===== src/rtl/code_word_rx_if.sv =====
// Signal bundle between the serial code-word receiver and its surroundings:
// serial line and checker verdict in, held code word and statistics out.
interface code_word_rx_if #(
    parameter int CNT_W = 8
);
    logic             serial_in;
    logic             valid_in;
    logic             a;
    logic             b;
    logic             c;
    logic             d;
    logic             e;
    logic             f;
    logic             word_ready;
    logic             busy;
    logic             last_valid;
    logic [CNT_W-1:0] valid_count;
    logic [CNT_W-1:0] invalid_count;
    logic [1:0]       dbg_state;

    // No handshake back-pressure: word_ready is a one-cycle strobe in the last
    // CHECK cycle and valid_in must be settled when that cycle ends.
    modport master (
        output serial_in, valid_in,
        input  a, b, c, d, e, f, word_ready, busy, last_valid,
        input  valid_count, invalid_count, dbg_state
    );

    modport slave (
        input  serial_in, valid_in,
        output a, b, c, d, e, f, word_ready, busy, last_valid,
        output valid_count, invalid_count, dbg_state
    );
endinterface


===== src/rtl/code_word_rx.sv =====
// Deserializes start-bit framed 6-bit code words, holds them on a..f for the
// external checker, then records the checker verdict in saturating counters.
module code_word_rx #(
    parameter int CNT_W      = 8,
    parameter int CHECK_WAIT = 1
) (
    input  logic           clock,
    input  logic           reset,
    code_word_rx_if.slave  bus
);
    typedef enum logic [1:0] {
        IDLE  = 2'd0,
        SHIFT = 2'd1,
        CHECK = 2'd2
    } state_e;

    localparam logic [3:0]       WAIT_LAST = 4'(CHECK_WAIT - 1);
    localparam logic [CNT_W-1:0] CNT_MAX   = '1;
    localparam logic [CNT_W-1:0] CNT_ONE   = CNT_W'(1);

    state_e           state_q, state_d;
    logic [2:0]       bit_cnt_q, bit_cnt_d;
    logic [3:0]       wait_cnt_q, wait_cnt_d;
    logic [5:0]       shift_q, shift_d;
    logic [5:0]       word_q, word_d;
    logic             last_valid_q, last_valid_d;
    logic [CNT_W-1:0] vcnt_q, vcnt_d;
    logic [CNT_W-1:0] icnt_q, icnt_d;
    logic             check_last;

    assign check_last = (state_q == CHECK) && (wait_cnt_q == WAIT_LAST);

    always_comb begin
        state_d      = state_q;
        bit_cnt_d    = bit_cnt_q;
        wait_cnt_d   = wait_cnt_q;
        shift_d      = shift_q;
        word_d       = word_q;
        last_valid_d = last_valid_q;
        vcnt_d       = vcnt_q;
        icnt_d       = icnt_q;
        case (state_q)
            IDLE: begin
                if (bus.serial_in) begin
                    state_d   = SHIFT;
                    bit_cnt_d = 3'd0;
                end
            end
            SHIFT: begin
                // First data bit ends up in bit 5, which drives output a.
                shift_d = {shift_q[4:0], bus.serial_in};
                if (bit_cnt_q == 3'd5) begin
                    word_d     = {shift_q[4:0], bus.serial_in};
                    wait_cnt_d = 4'd0;
                    state_d    = CHECK;
                end else begin
                    bit_cnt_d = bit_cnt_q + 3'd1;
                end
            end
            CHECK: begin
                if (check_last) begin
                    last_valid_d = bus.valid_in;
                    if (bus.valid_in) begin
                        if (vcnt_q != CNT_MAX) vcnt_d = vcnt_q + CNT_ONE;
                    end else begin
                        if (icnt_q != CNT_MAX) icnt_d = icnt_q + CNT_ONE;
                    end
                    state_d = IDLE;
                end else begin
                    wait_cnt_d = wait_cnt_q + 4'd1;
                end
            end
            default: state_d = IDLE;
        endcase
    end

    always_ff @(posedge clock) begin
        if (reset) begin
            state_q      <= IDLE;
            bit_cnt_q    <= 3'd0;
            wait_cnt_q   <= 4'd0;
            shift_q      <= 6'd0;
            word_q       <= 6'd0;
            last_valid_q <= 1'b0;
            vcnt_q       <= '0;
            icnt_q       <= '0;
        end else begin
            state_q      <= state_d;
            bit_cnt_q    <= bit_cnt_d;
            wait_cnt_q   <= wait_cnt_d;
            shift_q      <= shift_d;
            word_q       <= word_d;
            last_valid_q <= last_valid_d;
            vcnt_q       <= vcnt_d;
            icnt_q       <= icnt_d;
        end
    end

    assign bus.a             = word_q[5];
    assign bus.b             = word_q[4];
    assign bus.c             = word_q[3];
    assign bus.d             = word_q[2];
    assign bus.e             = word_q[1];
    assign bus.f             = word_q[0];
    assign bus.word_ready    = check_last;
    assign bus.busy          = (state_q != IDLE);
    assign bus.last_valid    = last_valid_q;
    assign bus.valid_count   = vcnt_q;
    assign bus.invalid_count = icnt_q;
    assign bus.dbg_state     = state_q;
endmodule


===== src/flat_wrapper.sv =====
// flat-port wrapper written by rule: the top's interface ports become plain ports
module code_word_rx_flat 
#(
    parameter int CNT_W      = 8,
    parameter int CHECK_WAIT = 1
)
  (clock, reset, bus_serial_in, bus_valid_in, bus_a, bus_b, bus_c, bus_d, bus_e, bus_f, bus_word_ready, bus_busy, bus_last_valid, bus_valid_count, bus_invalid_count, bus_dbg_state);
  code_word_rx_if #(.CNT_W(CNT_W)) bus_i ();
  input  logic clock;
  input  logic reset;
  input wire logic [$bits(bus_i.serial_in)-1:0] bus_serial_in;
  input wire logic [$bits(bus_i.valid_in)-1:0] bus_valid_in;
  output wire logic [$bits(bus_i.a)-1:0] bus_a;
  output wire logic [$bits(bus_i.b)-1:0] bus_b;
  output wire logic [$bits(bus_i.c)-1:0] bus_c;
  output wire logic [$bits(bus_i.d)-1:0] bus_d;
  output wire logic [$bits(bus_i.e)-1:0] bus_e;
  output wire logic [$bits(bus_i.f)-1:0] bus_f;
  output wire logic [$bits(bus_i.word_ready)-1:0] bus_word_ready;
  output wire logic [$bits(bus_i.busy)-1:0] bus_busy;
  output wire logic [$bits(bus_i.last_valid)-1:0] bus_last_valid;
  output wire logic [$bits(bus_i.valid_count)-1:0] bus_valid_count;
  output wire logic [$bits(bus_i.invalid_count)-1:0] bus_invalid_count;
  output wire logic [$bits(bus_i.dbg_state)-1:0] bus_dbg_state;
  assign bus_i.serial_in = bus_serial_in;
  assign bus_i.valid_in = bus_valid_in;
  assign bus_a = bus_i.a;
  assign bus_b = bus_i.b;
  assign bus_c = bus_i.c;
  assign bus_d = bus_i.d;
  assign bus_e = bus_i.e;
  assign bus_f = bus_i.f;
  assign bus_word_ready = bus_i.word_ready;
  assign bus_busy = bus_i.busy;
  assign bus_last_valid = bus_i.last_valid;
  assign bus_valid_count = bus_i.valid_count;
  assign bus_invalid_count = bus_i.invalid_count;
  assign bus_dbg_state = bus_i.dbg_state;
  code_word_rx #(.CNT_W(CNT_W), .CHECK_WAIT(CHECK_WAIT)) u_core (.clock(clock), .reset(reset), .bus(bus_i));
endmodule

===== config.mk =====
export PLATFORM = sky130hd
export DESIGN_NAME = code_word_rx_flat
export DESIGN_NICKNAME = d
export VERILOG_FILES = /design/src/rtl/code_word_rx_if.sv /design/src/rtl/code_word_rx.sv /design/src/flat_wrapper.sv
export SDC_FILE = /design/constraint.sdc
export NUM_CORES = 1
export LEC_CHECK = 0
export CAP_MARGIN = 20
export CORE_UTILIZATION = 49
export CTS_CLUSTER_DIAMETER = 120
export DETAILED_ROUTE_END_ITERATION = 8
export PLACE_DENSITY = 0.75
export SLEW_MARGIN = 20
export SYNTH_ARGS = -nofsm -noshare
export SYNTH_HDL_FRONTEND = slang
export SYNTH_SLANG_ARGS = --single-unit

===== constraint.sdc =====
create_clock -name clock -period 3.5 [get_ports clock]
set_input_delay 0.7 -clock clock [delete_from_list [all_inputs] [get_ports clock]]
set_output_delay 0.7 -clock clock [all_outputs]
set_load 0.05 [all_outputs]

Yosys cells after proc, flatten, opt, wreduce, memory -nomap -nowiden
Cells that the tools add are included.
{"block": "word_totals", "regBits": 37, "input_bits": 4, "output_inout_bits": 27}
{"block": "classes", "add_sub_neg": 4, "eq_ne": 10, "n_mux": 10, "n_bitwise": 1, "reduce_logical": 13}
{"cell": "8-bit by 1-bit adder with 8-bit output (second input constant)", "n": 2}
{"cell": "8-bit inequality test (second input constant)", "n": 2}
{"cell": "3-bit AND reduction", "n": 3}
{"cell": "4-bit two-way mux", "n": 2}
{"cell": "2-bit inequality test (second input constant)", "n": 4}
{"cell": "4-bit case mux with 2 select lines", "n": 1}
{"cell": "4-bit AND reduction", "n": 2}
{"cell": "2-bit two-way mux", "n": 3}
{"cell": "3-bit two-way mux", "n": 2}
{"cell": "2-bit case mux with 3 select lines", "n": 1}
{"cell": "3-bit case mux with 2 select lines", "n": 1}
{"cell": "2-bit nonzero test", "n": 3}
{"cell": "4-bit by 1-bit adder with 4-bit output (second input constant)", "n": 1}
{"cell": "4-bit zero test", "n": 1}
{"cell": "2-bit AND reduction", "n": 2}
{"cell": "3-bit by 1-bit adder with 3-bit output (second input constant)", "n": 1}
{"cell": "3-bit equality test (second input constant)", "n": 1}
{"cell": "2-bit by 1-bit equality test with 1-bit output (second input constant)", "n": 1}
{"cell": "2-bit equality test (second input constant)", "n": 1}
{"cell": "2-bit zero test", "n": 1}
{"cell": "2-bit by 1-bit inequality test with 1-bit output (second input constant)", "n": 1}
{"cell": "1-bit logical AND", "n": 1}
{"cell": "1-bit NOT", "n": 1}

Depth between registers and ports, before layout
Gate-level depths: netlist (run 1).
{"block": "depth", "depth_word": 4, "ltp_mapped": 8, "mapped_depth_nobuf": 7}

Least setup slack after synthesis (run 1)
No wires, ideal clock.
{"block": "synth_path", "path_type": "register to register", "start": "reg u_core.state_q[1], in the netlist u_core.bus.dbg_state[1]", "end": "reg u_core.wait_cnt_q[3]", "setup_ns": 0.071, "arrival_time_ns": 2.109, "required_ns": 3.429, "setup_slack_ns": 1.321, "path_stages_with_launch": 8, "path_buffers": 1, "cell_sequence": "dfxtp_1 > inv_1 > ha_1 > buf_4 > a21boi_1 > nand2b_1 > or4_1 > a21oi_1"}
{"block": "synth_via", "elab_chain_cells": 4, "elab_cells_between_ends": 8, "classes_between": "eq/ne: 4; mux: 1; reduce/logical: 3"}
{"item": "from (decl)", "line": "code_word_rx.sv:21", "source": "state_e state_q, state_d;"}
{"item": "from (signal assigned)", "line": "code_word_rx.sv:88", "source": "state_q <= state_d;"}
{"item": "2-bit equality test", "line": "code_word_rx.sv:31, code_word_rx.sv:42"}
{"item": "1-bit logical AND", "line": "code_word_rx.sv:31", "source": "assign check_last = (state_q == CHECK) && (wait_cnt_q == WAIT_LAST);"}
{"item": "2-bit inequality test (no source line)"}
{"item": "3-bit AND reduction (no source line)"}
{"item": "to (signal assigned)", "line": "code_word_rx.sv:90", "source": "wait_cnt_q <= wait_cnt_d;"}
{"item": "to (decl)", "line": "code_word_rx.sv:23", "source": "logic [3:0] wait_cnt_q, wait_cnt_d;"}
Parallel ways exist; a longest one is shown, timed or not.
A chain may end at the register's enable or synchronous reset.

Final worst setup path (run 1)
{"block": "layout_path", "start": "reg u_core.state_q[0], in the netlist u_core.bus.dbg_state[0]", "end": "out bus_word_ready"}
{"block": "layout_via", "elab_chain_cells": 2}
{"item": "2-bit equality test", "line": "code_word_rx.sv:31"}
{"item": "1-bit logical AND", "line": "code_word_rx.sv:31"}
{"item": "to (decl)", "line": "flat_wrapper.sv:19", "source": "output wire logic [$bits(bus_i.word_ready)-1:0] bus_word_ready;"}
Every way passes these cells.

==> flow_metrics.py, run 1 <==
metrics = {
    "timing": {
        "worst_slew_margin_rel_pct": 53.13,
        "fin_crit_sh_pct": 85.68,
        "worst_pin_slew_ps": 700.9,
        "grt_setup_unrepaired": "no",
        "finalWorstSetupSlack_ps": 501.2,
        "fin_crit_ps": 2999,
        "max_freq_mhz": 333.5,
        "worst_clock_skew_ps": 7.785,
        "hold_viol": 0,
        "finalSetupViolCount": 0,
        "fin_tns_setup_ps": 0,
        "slew_violations": 0,
    },
    "cells_and_area": {
        "final_area_um2": 2161,
        "nNetsFinal": 237,
        "n_fill_cell": 300,
        "antenna-diode-count": 0,
        "drive_gt1_share_pct": 8.036,
        "syn2layout_area_growth_pct": 22.05,
        "final_util_pct": 63.75,
    },
    "setup_path": {
        "worstSetupStartpointType": "flip-flop",
        "crit_chain": "inv_1, ha_1, nand4bb_1, clkinv_8, clkdlybuf4s50_1",
        "critPathMaxFanout": 6,
        "rr_worst_depth": 7,
        "crit_buf_inv": 3,
        "cp.required_ps": 2800,
        "crit_family": "buffers and inverters",
        "cp_slowest_cell": "clkdlybuf4s50_1",
        "crit_path_end_kind": "primary output",
        "path_class": "reg2out",
        "worstReg2RegStart": "u_core.bus.dbg_state[0]",
        "arrival_ps": 2300,
        "r2r_setup_slack_ps": 1330,
        "crit_path_max_incr_delay_ps": 800,
        "reg2reg_to": "u_core.bus.invalid_count[6]",
    },
    "grt": {
        "antenna_found_initial": 0,
        "grt_max_degree": 21,
        "overflow": 0,
        "grt_pass1_vias": 1444,
        "grt_pass1_wl_um": 6258,
        "grt.total_usage_pct": 20.19,
    },
    "cts": {
        "clkLatencyLatePin_ps": 320,
        "cts_hold_buf": 0,
        "cts_resized": 0,
        "postCtsSetupBuffers": 0,
        "path_clk_slew_ps": 110,
        "cts.sinks": 37,
        "clock_path_buffers": 2,
        "cts_buffers": 5,
        "cts-root-buf": "clkbuf_4",
        "cts_max_level": 2,
        "tritoncts": "yes",
    },
    "die": {
        "die_h_um": 62.11,
        "floorplan.initialDensity_pct": 52.23,
        "core-area_um2": 3390,
        "die_w_um": 62.11,
        "rows": 21,
        "die-area_um2": 3858,
        "io_pins": 31,
    },
    "synthesis": {
        "ys_warn_count": 0,
        "ys_ff_latch": 37,
        "synth_area_um2": 1770,
        "syn-mean-instance-area_um2": 9.318,
        "synth_edf_count": 0,
        "synth_fp_nets": 204,
        "netlist_instances": 190,
        "ys_types": 43,
        "synth_seq_area_share_pct": 41.84,
        "async_flop_share_pct": 0,
        "synth_ff_type": "dfxtp_1",
    },
    "routing": {
        "antenna_left": 0,
        "drt-wirelength-per-cell_um": 13.20,
        "vias": 1436,
        "detail_route.first_pass.iterations": 4,
        "drt-total-wl_um": 3563,
        "drc_errors": 0,
        "viasPerCell": 5.319,
        "drt_first_iter_violations": 69,
    },
    "power_and_ir_drop": {
        "p_per_area_nw_per_um2": 366.1,
        "p_leak_nw": 0.8218,
        "peakVddDrop_uv": 192.6,
        "power_uw": 791.1,
    },
    "hold_path": {
        "worstHoldStart": "u_core.bus.last_valid",
        "hold_depth": 2,
        "holdPathEnd": "u_core.bus.last_valid",
        "hp-class": "reg2reg",
    },
    "flow_run": {
        "cap_violations": 0,
    },
    "place": {
        "place_area_um2": 2110,
        "place_ws_ps": 856.0,
        "dp_hpwl_um": 2676,
        "gp_congestion": 0.7399,
        "portBuffers": 30,
    },
    "outcome": {
        "status": "finished, final reports clean",
    },
}
## cell families (layout without fill, tap and decap cells)
group	Yosys count	in the layout	share of synthesized area, %
flops	37	37	41.84
mux	14	14	8.057
compound gates	37	37	14.28
simple gates	67	67	19.86
fa+ha+maj	10	10	7.067
xor+xnor	8	8	3.957
buf+inv	17	51	4.947
## cells in the mapped netlist (all sizes together), types with 5 or more instances
master | number | area, µm²
dfxtp | 37 | 740.7
nor2 | 27 | 101.4
a21oi | 15 | 75.07
mux2i | 12 | 120.1
ha | 10 | 125.1
inv | 10 | 37.54
nand3 | 7 | 35.03
o21ai | 7 | 35.03
nand2 | 6 | 22.52
nand4 | 5 | 31.28
## metal layers
layer,vias up,GRT usage (%),share of wire (%),wire length [µm]
met5,-,0,0,0
met4,0,7.849,0.56,20
met3,2,6.434,3.4,122
met2,25,33.65,49,1744
met1,672,24.08,47,1676
li1,737,-,-,-
## power by group
group,internal [mW],switching (mW)
sequential,0.430,0.00919
clock,0.0766,0.131
combinational,0.0501,0.0942
total,0.557,0.234
## flip-flops by register name, summed over array words and instances, names as in the netlist
name,flops
u_core.bus.last_valid,1
u_core.bus.valid_count,8
u_core.bus.dbg_state,2
u_core.bus.invalid_count,8
u_core.word_q,6
u_core.wait_cnt_q,4
u_core.shift_q,5
u_core.bit_cnt_q,3
## layout make-up
type / instances / area (µm²) / area share (%)
clock buffer: 6 / 41.29 / 1.911
tap: 46 / 57.56 / 2.664
inverter: 11 / 53.80 / 2.490
timing repair buffer: 32 / 315.3 / 14.59
clock inverter: 2 / 10.01 / 0.4632
multi-input combinational: 136 / 942.2 / 43.60
sequential: 37 / 740.7 / 34.28
## how the worst max path moves through the flow
stage	depth (start not counted)	to	slack, ps	start
final	5	bus_word_ready	500	u_core.bus.dbg_state[0]
after global routing	5	bus_word_ready	390	u_core.bus.dbg_state[0]
after CTS	5	bus_word_ready	480	u_core.bus.dbg_state[0]
after detailed placement	5	bus_word_ready	860	u_core.bus.dbg_state[0]
after global placement	5	bus_word_ready	930	u_core.bus.dbg_state[0]
after floorplan	7	u_core.wait_cnt_q[3]	1320	u_core.bus.dbg_state[1]
## placed cells by master, fill, tap and decap left out, types with 2 or more instances in the layout
master and count:
a21oi_1 15, clkdlybuf4s50_1 30, nor2b_1 4, nand4_1 5, mux2i_1 12, clkinv_2 2
xnor2_1 4, dfxtp_1 37, o21ai_0 7, or4_1 2, nor2_1 27, nor4_1 2
a21o_1 2, nand2b_1 2, a211oi_1 3, nand4b_1 2, buf_4 2, nand3_1 7
ha_1 10, xor2_1 4, and3_1 2, clkbuf_4 5, nand2_1 6, inv_1 10
mux2_2 2
## worst reg2reg max path, stage by stage, from the launching register on
cell	delay, ps
dfxtp_1	370
inv_1	100
ha_1	250
nand4bb_1	320
buf_4	300
a211oi_4	290
nand4_1	170
mux2_2	290
## through the flow
step | std cells | hold slack, ps
CTS | 270 | 487.9
global route | 270 | 512.8
finish | 270 | 482.4
detailed placement | 262 | 472.1
global placement | 262 | 459.5
floorplan | 190 | 448.6
No activity file was read; power rests on OpenSTA's default activity.
==> inputs of run 2 (changes only) <==
--- a/config.mk
+++ b/config.mk
@@ -10,6 +10,7 @@
 export CTS_CLUSTER_DIAMETER = 120
 export DETAILED_ROUTE_END_ITERATION = 8
 export PLACE_DENSITY = 0.75
+export SKIP_CTS_REPAIR_TIMING = 1
 export SLEW_MARGIN = 20
 export SYNTH_ARGS = -nofsm -noshare
 export SYNTH_HDL_FRONTEND = slang
==> results of run 2 <==
No change in the layout: final DEF, timing and power equal those of run 1.
